===== src/rtl/aud_pkg.sv =====
`default_nettype none
// ============================================================================
// Module   : aud_pkg
// Brief    : Shared types and constants for the I2S audio recorder.
// Revision : 1.0 - initial release
// ============================================================================
package aud_pkg;

  localparam int ADDR_W    = 20;
  localparam int SAMPLE_W  = 16;
  localparam int SKIP_BITS = 1;
  localparam int BIT_CNT_W = 5;

  typedef enum logic [2:0] {
    ST_IDLE     = 3'd0,
    ST_WAIT_LRC = 3'd1,
    ST_SKIP     = 3'd2,
    ST_SHIFT    = 3'd3,
    ST_WRITE    = 3'd4,
    ST_PAUSED   = 3'd5
  } state_t;

endpackage
`default_nettype wire


===== src/rtl/aud_edge_sync.sv =====
`default_nettype none
// ============================================================================
// Module   : aud_edge_sync
// Brief    : Synchroniser plus rise/fall detect for one codec-domain signal.
//            AUD_REC_SYNC2_EN selects a two-flop synchroniser (else one flop).
// Revision : 1.0 - initial release
// ============================================================================
module aud_edge_sync (
  input  logic clk,
  input  logic rst,
  input  logic i_sig,
  output logic o_level,
  output logic o_rise,
  output logic o_fall
);

  logic sync_q;
  logic prev_q;

`ifdef AUD_REC_SYNC2_EN
  logic meta_q;

  always_ff @(posedge clk or negedge rst) begin
    if (!rst) begin
      meta_q <= 1'b0;
      sync_q <= 1'b0;
      prev_q <= 1'b0;
    end else begin
      meta_q <= i_sig;
      sync_q <= meta_q;
      prev_q <= sync_q;
    end
  end
`else
  always_ff @(posedge clk or negedge rst) begin
    if (!rst) begin
      sync_q <= 1'b0;
      prev_q <= 1'b0;
    end else begin
      sync_q <= i_sig;
      prev_q <= sync_q;
    end
  end
`endif

  assign o_level = sync_q;
  assign o_rise  = sync_q & ~prev_q;
  assign o_fall  = ~sync_q & prev_q;

endmodule
`default_nettype wire


===== src/rtl/aud_recorder.sv =====
`default_nettype none
// ============================================================================
// Module   : aud_recorder
// Brief    : Captures left-channel I2S samples from a codec and writes them to
//            SRAM. Build macro AUD_REC_SYNC2_EN deepens the input synchroniser.
// Revision : 1.0 - initial release
// ============================================================================
module aud_recorder
  import aud_pkg::*;
#(
  parameter int ADDR_W   = aud_pkg::ADDR_W,
  parameter int SAMPLE_W = aud_pkg::SAMPLE_W
) (
  input  logic                clk,
  input  logic                rst,
  input  logic                i_init_done,
  input  logic                i_start,
  input  logic                i_pause,
  input  logic                i_stop,
  input  logic                i_bclk,
  input  logic                i_lrc,
  input  logic                i_adcdat,
  output logic [ADDR_W-1:0]   o_address,
  output logic [SAMPLE_W-1:0] o_data,
  output logic                o_we,
  output logic [ADDR_W-1:0]   o_len,
  output logic                o_busy
);

  // Recording halts after this address is written, so o_len saturates at 2^ADDR_W-1
  localparam logic [ADDR_W-1:0]    LAST_ADDR = ADDR_W'((2 ** ADDR_W) - 2);
  localparam logic [BIT_CNT_W-1:0] SKIP_END  = BIT_CNT_W'(SKIP_BITS - 1);
  localparam logic [BIT_CNT_W-1:0] SHIFT_END = BIT_CNT_W'(SAMPLE_W - 1);

  state_t                state_q, state_d;
  logic [ADDR_W-1:0]     addr_q, addr_d;
  logic [ADDR_W-1:0]     len_q, len_d;
  logic [SAMPLE_W-1:0]   sample_q, sample_d;
  logic [BIT_CNT_W-1:0]  bit_cnt_q, bit_cnt_d;
  logic                  pause_pend_q, pause_pend_d;
  logic                  init_q, init_d;

  logic bclk_level, bclk_rise, bclk_fall;
  logic lrc_level, lrc_rise, lrc_fall;
  logic dat_level, dat_rise, dat_fall;
  logic unused_sync;

  aud_edge_sync u_sync_bclk (
    .clk(clk), .rst(rst), .i_sig(i_bclk),
    .o_level(bclk_level), .o_rise(bclk_rise), .o_fall(bclk_fall)
  );

  aud_edge_sync u_sync_lrc (
    .clk(clk), .rst(rst), .i_sig(i_lrc),
    .o_level(lrc_level), .o_rise(lrc_rise), .o_fall(lrc_fall)
  );

  aud_edge_sync u_sync_dat (
    .clk(clk), .rst(rst), .i_sig(i_adcdat),
    .o_level(dat_level), .o_rise(dat_rise), .o_fall(dat_fall)
  );

  assign unused_sync = ^{bclk_level, bclk_fall, lrc_level, lrc_rise, dat_rise, dat_fall};

  logic cmd_start, cmd_pause, cmd_stop;
  assign cmd_start = i_start & init_q;
  assign cmd_pause = i_pause & init_q;
  assign cmd_stop  = i_stop  & init_q;

  always_comb begin
    state_d      = state_q;
    addr_d       = addr_q;
    len_d        = len_q;
    sample_d     = sample_q;
    bit_cnt_d    = bit_cnt_q;
    pause_pend_d = pause_pend_q;
    init_d       = init_q | i_init_done;

    case (state_q)
      ST_IDLE: begin
        if (cmd_start && !cmd_pause && !cmd_stop) begin
          state_d      = ST_WAIT_LRC;
          addr_d       = '0;
          len_d        = '0;
          pause_pend_d = 1'b0;
        end
      end
      ST_WAIT_LRC: begin
        if (cmd_stop) begin
          state_d = ST_IDLE;
        end else if (cmd_pause) begin
          state_d = ST_PAUSED;
        end else if (lrc_fall) begin
          state_d   = ST_SKIP;
          bit_cnt_d = '0;
        end
      end
      ST_SKIP: begin
        if (cmd_stop) begin
          state_d      = ST_IDLE;
          pause_pend_d = 1'b0;
        end else begin
          if (cmd_pause) pause_pend_d = 1'b1;
          if (bclk_rise) begin
            if (bit_cnt_q == SKIP_END) begin
              state_d   = ST_SHIFT;
              bit_cnt_d = '0;
            end else begin
              bit_cnt_d = bit_cnt_q + 1'b1;
            end
          end
        end
      end
      ST_SHIFT: begin
        if (cmd_stop) begin
          state_d      = ST_IDLE;
          pause_pend_d = 1'b0;
        end else begin
          if (cmd_pause) pause_pend_d = 1'b1;
          if (bclk_rise) begin
            sample_d  = {sample_q[SAMPLE_W-2:0], dat_level};
            bit_cnt_d = bit_cnt_q + 1'b1;
            if (bit_cnt_q == SHIFT_END) state_d = ST_WRITE;
          end
        end
      end
      ST_WRITE: begin
        addr_d       = addr_q + 1'b1;
        len_d        = len_q + 1'b1;
        pause_pend_d = 1'b0;
        if (cmd_stop || addr_q == LAST_ADDR) begin
          state_d = ST_IDLE;
        end else if (pause_pend_q || cmd_pause) begin
          state_d = ST_PAUSED;
        end else begin
          state_d = ST_WAIT_LRC;
        end
      end
      ST_PAUSED: begin
        if (cmd_stop) begin
          state_d = ST_IDLE;
        end else if (cmd_start && !cmd_pause) begin
          state_d = ST_WAIT_LRC;
        end
      end
      default: state_d = ST_IDLE;
    endcase
  end

  always_ff @(posedge clk or negedge rst) begin
    if (!rst) begin
      state_q      <= ST_IDLE;
      addr_q       <= '0;
      len_q        <= '0;
      sample_q     <= '0;
      bit_cnt_q    <= '0;
      pause_pend_q <= 1'b0;
      init_q       <= 1'b0;
    end else begin
      state_q      <= state_d;
      addr_q       <= addr_d;
      len_q        <= len_d;
      sample_q     <= sample_d;
      bit_cnt_q    <= bit_cnt_d;
      pause_pend_q <= pause_pend_d;
      init_q       <= init_d;
    end
  end

  assign o_address = addr_q;
  assign o_data    = sample_q;
  assign o_we      = (state_q == ST_WRITE);
  assign o_len     = len_q;
  assign o_busy    = (state_q != ST_IDLE);

endmodule
`default_nettype wire


===== config.mk =====
export PLATFORM = sky130hd
export DESIGN_NAME = aud_recorder
export DESIGN_NICKNAME = d
export VERILOG_FILES = /design/src/rtl/aud_pkg.sv /design/src/rtl/aud_edge_sync.sv /design/src/rtl/aud_recorder.sv
export SDC_FILE = /design/constraint.sdc
export NUM_CORES = 1
export LEC_CHECK = 0
export ABC_AREA = 1
export BUFFER_PORTS_ARGS = -buffer_cell sky130_fd_sc_hd__buf_4
export CORE_MARGIN = 10
export CORE_UTILIZATION = 25
export CTS_CLUSTER_DIAMETER = 40
export DETAILED_ROUTE_END_ITERATION = 8
export PLACE_DENSITY = 0.49
export SYNTH_ARGS = -nofsm -noshare
export SYNTH_HDL_FRONTEND = slang
export SYNTH_SLANG_ARGS = --single-unit

===== constraint.sdc =====
create_clock -name clk -period 1.75 [get_ports clk]
set_input_delay 0.0875 -clock clk [delete_from_list [all_inputs] [get_ports clk]]
set_output_delay 0.0875 -clock clk [all_outputs]
set_load 0.02 [all_outputs]

After elaboration in Yosys (flattened, before gate mapping)
Cells that the tools add are included.

operators by class
  $add $sub $neg = 3
  $mul = 0
  divide/modulo/power cells = 0
  $lt $le $gt $ge = 0
  eq/ne operators = 22
  shift operators = 0
  multiplexer cells = 31
  bitwise operators = 9
  reduce and logical (&&, ||, !) cells = 18

operators by type and width
  operator               number
  $pmux 20 s2            2
  $mux 3                 14
  $add 20x1->20 const B  2
  $mux 5                 8
  $eq 20x20->1 const B   1
  $mux 20                1
  $pmux 3 s6             1
  $ne 2x2->1 const B     8
  $ne 3x3->1 const B     5
  $pmux 5 s3             1
  $reduce_bool 3->1      3
  $reduce_and 8->1       1
  $reduce_and 7->1       1
  $eq 3x2->1 const B     2
  $eq 3x3->1 const B     2
  $reduce_and 3->1       2
  $add 5x1->5 const B    1
  $and 1x1->1            5
  $eq 5x4->1 const B     1
  $logic_not 5->1        1
  $ne 4x4->1 const B     1
  $eq 3x1->1 const B     1
  $logic_not 3->1        1
  $mux 1                 3
  10 further kinds       15

storage, ports and cells
  register bits after elaboration = 71
  bits in latches = 0
  RAM bits = 0
  memory bits (read-only) = 0
  output and inout port bits = 58
  word-level logic and storage cells = 95
  memories kept = 0

Depth between registers and ports, before layout
  depth after elaboration = 6
  gate-level depth with buffers = 11
  gate-level depth less buffers = 11

Cells and area by module
From an unflattened synthesis, not the netlist that was laid out.

second synthesis, totals
  cell total of the unflattened synthesis = 511
  area total of the unflattened synthesis = 3860.0 sq um

modules (own cells, without submodules)
  module         instances  cells an instance  area each (sq um)  sequential area each (sq um)
  aud_recorder   1          493                3664.8             1651.6
  aud_edge_sync  3          6                  65.1               50.0

Worst setup path before layout
Ideal clock, no wire load.

  path kind = register to register
  start point = reg addr_q[0] (netlist: o_address[0])
  end point = reg addr_q[18] (netlist: o_address[18])
  library setup time = 116 ps
  arrival = 1477 ps
  data required time = 1634 ps
  slack = 156 ps
  stages on the path, launching flop included = 11
  path buffers = 0
  cells stage by stage = dfrtp_1 > ha_1 > nand2_1 > nor2_1 > nand2_1 > nor2_1 > nand2_1 > nor2_1 > nor2_1 > nand2_1 > nand2_1

on the way
  word-level cells in the longest chain between the ends = 2

RTL lines
  element                 RTL line             text
  start, declared         aud_recorder.sv:36   logic [ADDR_W-1:0] addr_q, addr_d;
  start signal, assigned  aud_recorder.sv:161  addr_q <= addr_d;
  $add 20x1->20           aud_recorder.sv:128  addr_d = addr_q + 1'b1;
  $pmux 20 s2             aud_recorder.sv:79   case (state_q)

Every way passes these cells.
A chain may end at the register's enable or synchronous reset.

Final worst setup path
  start point = reg state_q[1]
  end point = out o_we

on the way
  word-level cells in the longest chain between the ends = 1

RTL lines
  element                 RTL line             text
  start, declared         aud_recorder.sv:35   state_t state_q, state_d;
  start signal, assigned  aud_recorder.sv:160  state_q <= state_d;
  $eq 3x3->1              aud_recorder.sv:172  assign o_we = (state_q == ST_WRITE);
  end, declared           aud_recorder.sv:25   output logic o_we,

Every way passes these cells.

==> results by stage <==
Final layout:
- Across the whole layout, storage elements account for 1780 sq um.
- In the final design database the tool counted 605 nets.
- The number of fill cells is 1620.
- The most common cell after layout, fill and taps aside is sky130_fd_sc_hd__nand2_1.
- Compared with the post-synthesis result, the final layout area differs by 29.5%.
- For this run, the number of standard cells in the final layout without fillers is 806.
- The multi-input combinational cell area is 1870 sq um.
- The total non-filler cell area in the finished layout is 5130 sq um.
- The top cell types in the final layout, fill and taps aside, are 139 x sky130_fd_sc_hd__nand2_1, 75 x sky130_fd_sc_hd__buf_4, 70 x sky130_fd_sc_hd__dfrtp_1.
- The number of inserted diodes is 0.
- In the final layout, the share of cells above drive strength 1 is 0.230.

STA:
- The slew at the pin closest to its max-slew limit is between 0.4 and 0.5 ns.
- The final period demand of the worst path is 1.65 ns.
- Setup violations remaining at the end of the flow were counted as 0.
- The worst clock skew is around 0.0099 ns.
- The maximum frequency from static timing analysis is 605 MHz.
- Setup repair after global routing could not meet its margin everywhere.
- The worst slew margin relative to its limit is 0.724.
- Of the available clock period, the critical path in the final layout requires 0.944.
- The final count of pins violating max slew came to 0.
- The setup TNS is 0 ns.
- The worst hold-check slack is ~0.16 ns.
- The final-report hold violation count is 0.

Clocking:
- The H-tree was split into 3 levels.
- The register clock-pin slew on the reported worst setup and hold paths is 0.05 ns.
- The maximum number of buffers from clock root to sink is 2.
- The number of buffers created by CTS is 9.
- The clock reaches the later pin of the worst-skew pair after 0.35 ns.
- The cell sitting at the root of the clock tree is a sky130_fd_sc_hd__clkbuf_16.
- TritonCTS built the clock tree.
- The total number of clock tree sinks is 71.

Routing:
- The total number of vias is 3596.
- The number of antenna-violating nets in the routed design is 0.
- In the final routed layout, each cell accounts on average for 13.5 microns.
- The average via count per standard cell is 4.46.
- The initial detailed-routing violation count is 257.
- The final layout contains routed wiring with a total length of 10.9 mm.
- For this run, design rule violations remaining after detail routing come to 0.
- The pre-antenna-repair detailed-routing pass consisted of 5 iterations.

Global routing:
- The global-route wire length before repair is around 18 mm.
- The initial antenna violation count is 0.
- The overall global routing resource usage is 0.105.
- The maximum number of pins on one net before global-route repair is 32.
- Summed over all layers, the global routing overflow is 0.
- The via count of the first global-routing pass came to 3545.

Logic synthesis:
- The part of the Yosys area used for sequential elements is 0.448.
- Each instance of the synthesized netlist takes up on average slightly below 8 sq um.
- The flip-flop and latch count after synthesis is just over 70.
- The synthesized design contains 0 enable-type register cells.
- The count of warnings emitted by yosys is 0.
- After synthesis, the share of flip-flops with an asynchronous set or reset is 1.00.
- The summed instance area of the synthesized netlist is 3970 sq um.
- The post-synth net total is 520.
- The most instantiated flip-flop cell in the synthesis netlist is sky130_fd_sc_hd__dfrtp_1.
- The post-synthesis cell count is 505.
- The number of different library cells in the post-synthesis netlist is 38.

Hold path:
- The kind of path behind the tightest hold check is primary input to register.
- The worst hold path cell count is 4.
- The worst hold path terminates at state_q[2]$_DFFE_PN0P_.
- The startpoint identified for the worst hold timing path is i_start.

Setup path:
- The startpoint of the worst register-to-register path is o_address[0]$_DFFE_PN0P_.
- The worst setup path is captured at an output port.
- STA classifies the critical path startpoint as a register.
- The required time of the worst setup path is 1.66 ns.
- Data arrives at the worst endpoint at 1.56 ns.
- The number of cells on the worst reg-to-reg path is 10.
- The class of the most critical setup path is register to output port.
- The minimum setup slack among reg-to-reg paths is 0.13 ns.
- The endpoint identified for the worst register-to-register timing path is o_address[18]$_DFFE_PN0P_.
- The maximum fanout encountered on the critical timing path is 23.

Floorplanning:
- The floorplan step defined a die boundary enclosing 21300 sq um.
- The starting utilization of the core area is 0.258.
- The floorplan die height is 146 microns.
- In this run the count of I/O pins placed on the die edge is 67.
- The number of cell rows is 45.
- After floorplanning, the core was sized to cover around 15000 sq um.
- Measured along the x axis, the die boundary spans approximately 150 microns.

Placed design:
- The total half-perimeter wirelength after legalization and detailed placement is 8.28 mm.
- The placement-stage cell area is 4740 sq um.
- The placer congestion estimate is around 0.88.
- The number of placed instances with taps included is 783.
- The number of port buffers is between 60 and 70.

Outcome:
- The run finished with clean final reports.

Power and ir drop:
- VDD sags by at most between 800 and 900 uV.
- Dividing total power by cell area gives a power density of between 1000 and 1500 nW/um^2.
- The leakage power total is between 2 and 3 nW.

Job:
- The max-cap check violation count is 0.
[synth_stat cells (3+ instances only)]
master	count	area, sq um
sky130_fd_sc_hd__nand2_2	3	18.8
sky130_fd_sc_hd__inv_4	3	18.8
sky130_fd_sc_hd__o21bai_1	4	30.0
sky130_fd_sc_hd__inv_2	5	18.8
sky130_fd_sc_hd__nand2_1	139	522
sky130_fd_sc_hd__nor3_1	8	40.0
sky130_fd_sc_hd__ha_1	6	75.1
sky130_fd_sc_hd__mux2_4	6	90.1
sky130_fd_sc_hd__buf_6	3	33.8
sky130_fd_sc_hd__nand2_4	3	33.8
sky130_fd_sc_hd__inv_1	61	229
sky130_fd_sc_hd__nor2_1	54	203
sky130_fd_sc_hd__buf_4	3	22.5
sky130_fd_sc_hd__dfrtp_1	71	1780
sky130_fd_sc_hd__nand3_1	42	210
sky130_fd_sc_hd__a31oi_1	4	25.0
sky130_fd_sc_hd__nor2_2	4	25.0
sky130_fd_sc_hd__o21ai_1	11	55.1
sky130_fd_sc_hd__nand4_1	4	25.0
sky130_fd_sc_hd__mux2_2	8	90.1
sky130_fd_sc_hd__a21oi_1	13	65.1
sky130_fd_sc_hd__o22ai_1	3	18.8
sky130_fd_sc_hd__o21ai_0	25	125
sky130_fd_sc_hd__nor2_8	3	60.1
[timing repair]
item                                    in CTS  in global routing
endpoints found under the hold margin       57                  0
endpoints found under the setup margin       1                 10
setup buffers                                0                  2
pin swaps                                    0                  1
hold buffers                                 5                  0
gates resized for setup                      1                  4
[power by group]
part | switching (mW) | internal (mW)
clock network | 0.758 | 1.25
registers | 0.446 | 1.99
logic | 1.49 | 0.936
total | 2.70 | 4.18
[per-layer routing]
metal,wire [microns],global-route usage
met2,4770,0.159
met4,115,0.0278
met1,5210,0.133
met3,804,0.0432
met5,0,0
[worst max path at each step]
stage,cells after the start,start,to
4_1_cts,4,state_q[2]$_DFFE_PN0P_,o_we
6_report,5,state_q[1]$_DFFE_PN0P_,o_we
2_1_floorplan,10,o_address[0]$_DFFE_PN0P_,o_address[18]$_DFFE_PN0P_
3_3_place_gp,10,o_address[0]$_DFFE_PN0P_,o_address[18]$_DFFE_PN0P_
5_1_grt,7,o_address[0]$_DFFE_PN0P_,o_address[19]$_DFFE_PN0P_
3_5_place_dp,10,o_address[0]$_DFFE_PN0P_,o_address[18]$_DFFE_PN0P_
[state kept, by name, indices dropped and copies added, names as in the netlist, 3 cells and up]
register   cells
o_len         20
o_data        16
state_q        3
o_address     20
bit_cnt_q      5
[area by class of cell]
class                      instances  share of cell area
clock inverter                     7              0.0188
tap                              211              0.0514
sequential                        71               0.346
clock buffer                       9              0.0439
inverter                          69              0.0524
timing repair buffer              81               0.123
multi-input combinational        358               0.364
[per-stage QoR]
step	util	setup WS [ns]	total power [mW]
3_3_place_gp	0.308	0.120	4.87
4_1_cts	0.333	0.0286	6.97
6_report	0.334	0.0984	6.88
2_1_floorplan	-	0.156	3.91
3_5_place_dp	0.308	0.0677	4.89
5_1_grt	0.334	-0.0183	7.38
[worst max-delay path, stage by stage, from the launching register on]
cell and delay, ns:
sky130_fd_sc_hd__dfrtp_1 0.42, sky130_fd_sc_hd__nor2_1 0.13, sky130_fd_sc_hd__nand2_2 0.12, sky130_fd_sc_hd__inv_6 0.21
sky130_fd_sc_hd__buf_4 0.19, sky130_fd_sc_hd__buf_4 0.14
[kinds of logic after synthesis]
family	Yosys count	share of synthesized area
AND/OR/NAND/NOR	271	0.310
AO/OA/AOI/OAI	65	0.0902
adder cells (fa/ha/maj)	6	0.0189
multiplexers	14	0.0454
XOR/XNOR	2	0.00442
buffers and inverters	76	0.0826
flip-flops	71	0.448
(Power assumes the default switching activity.)
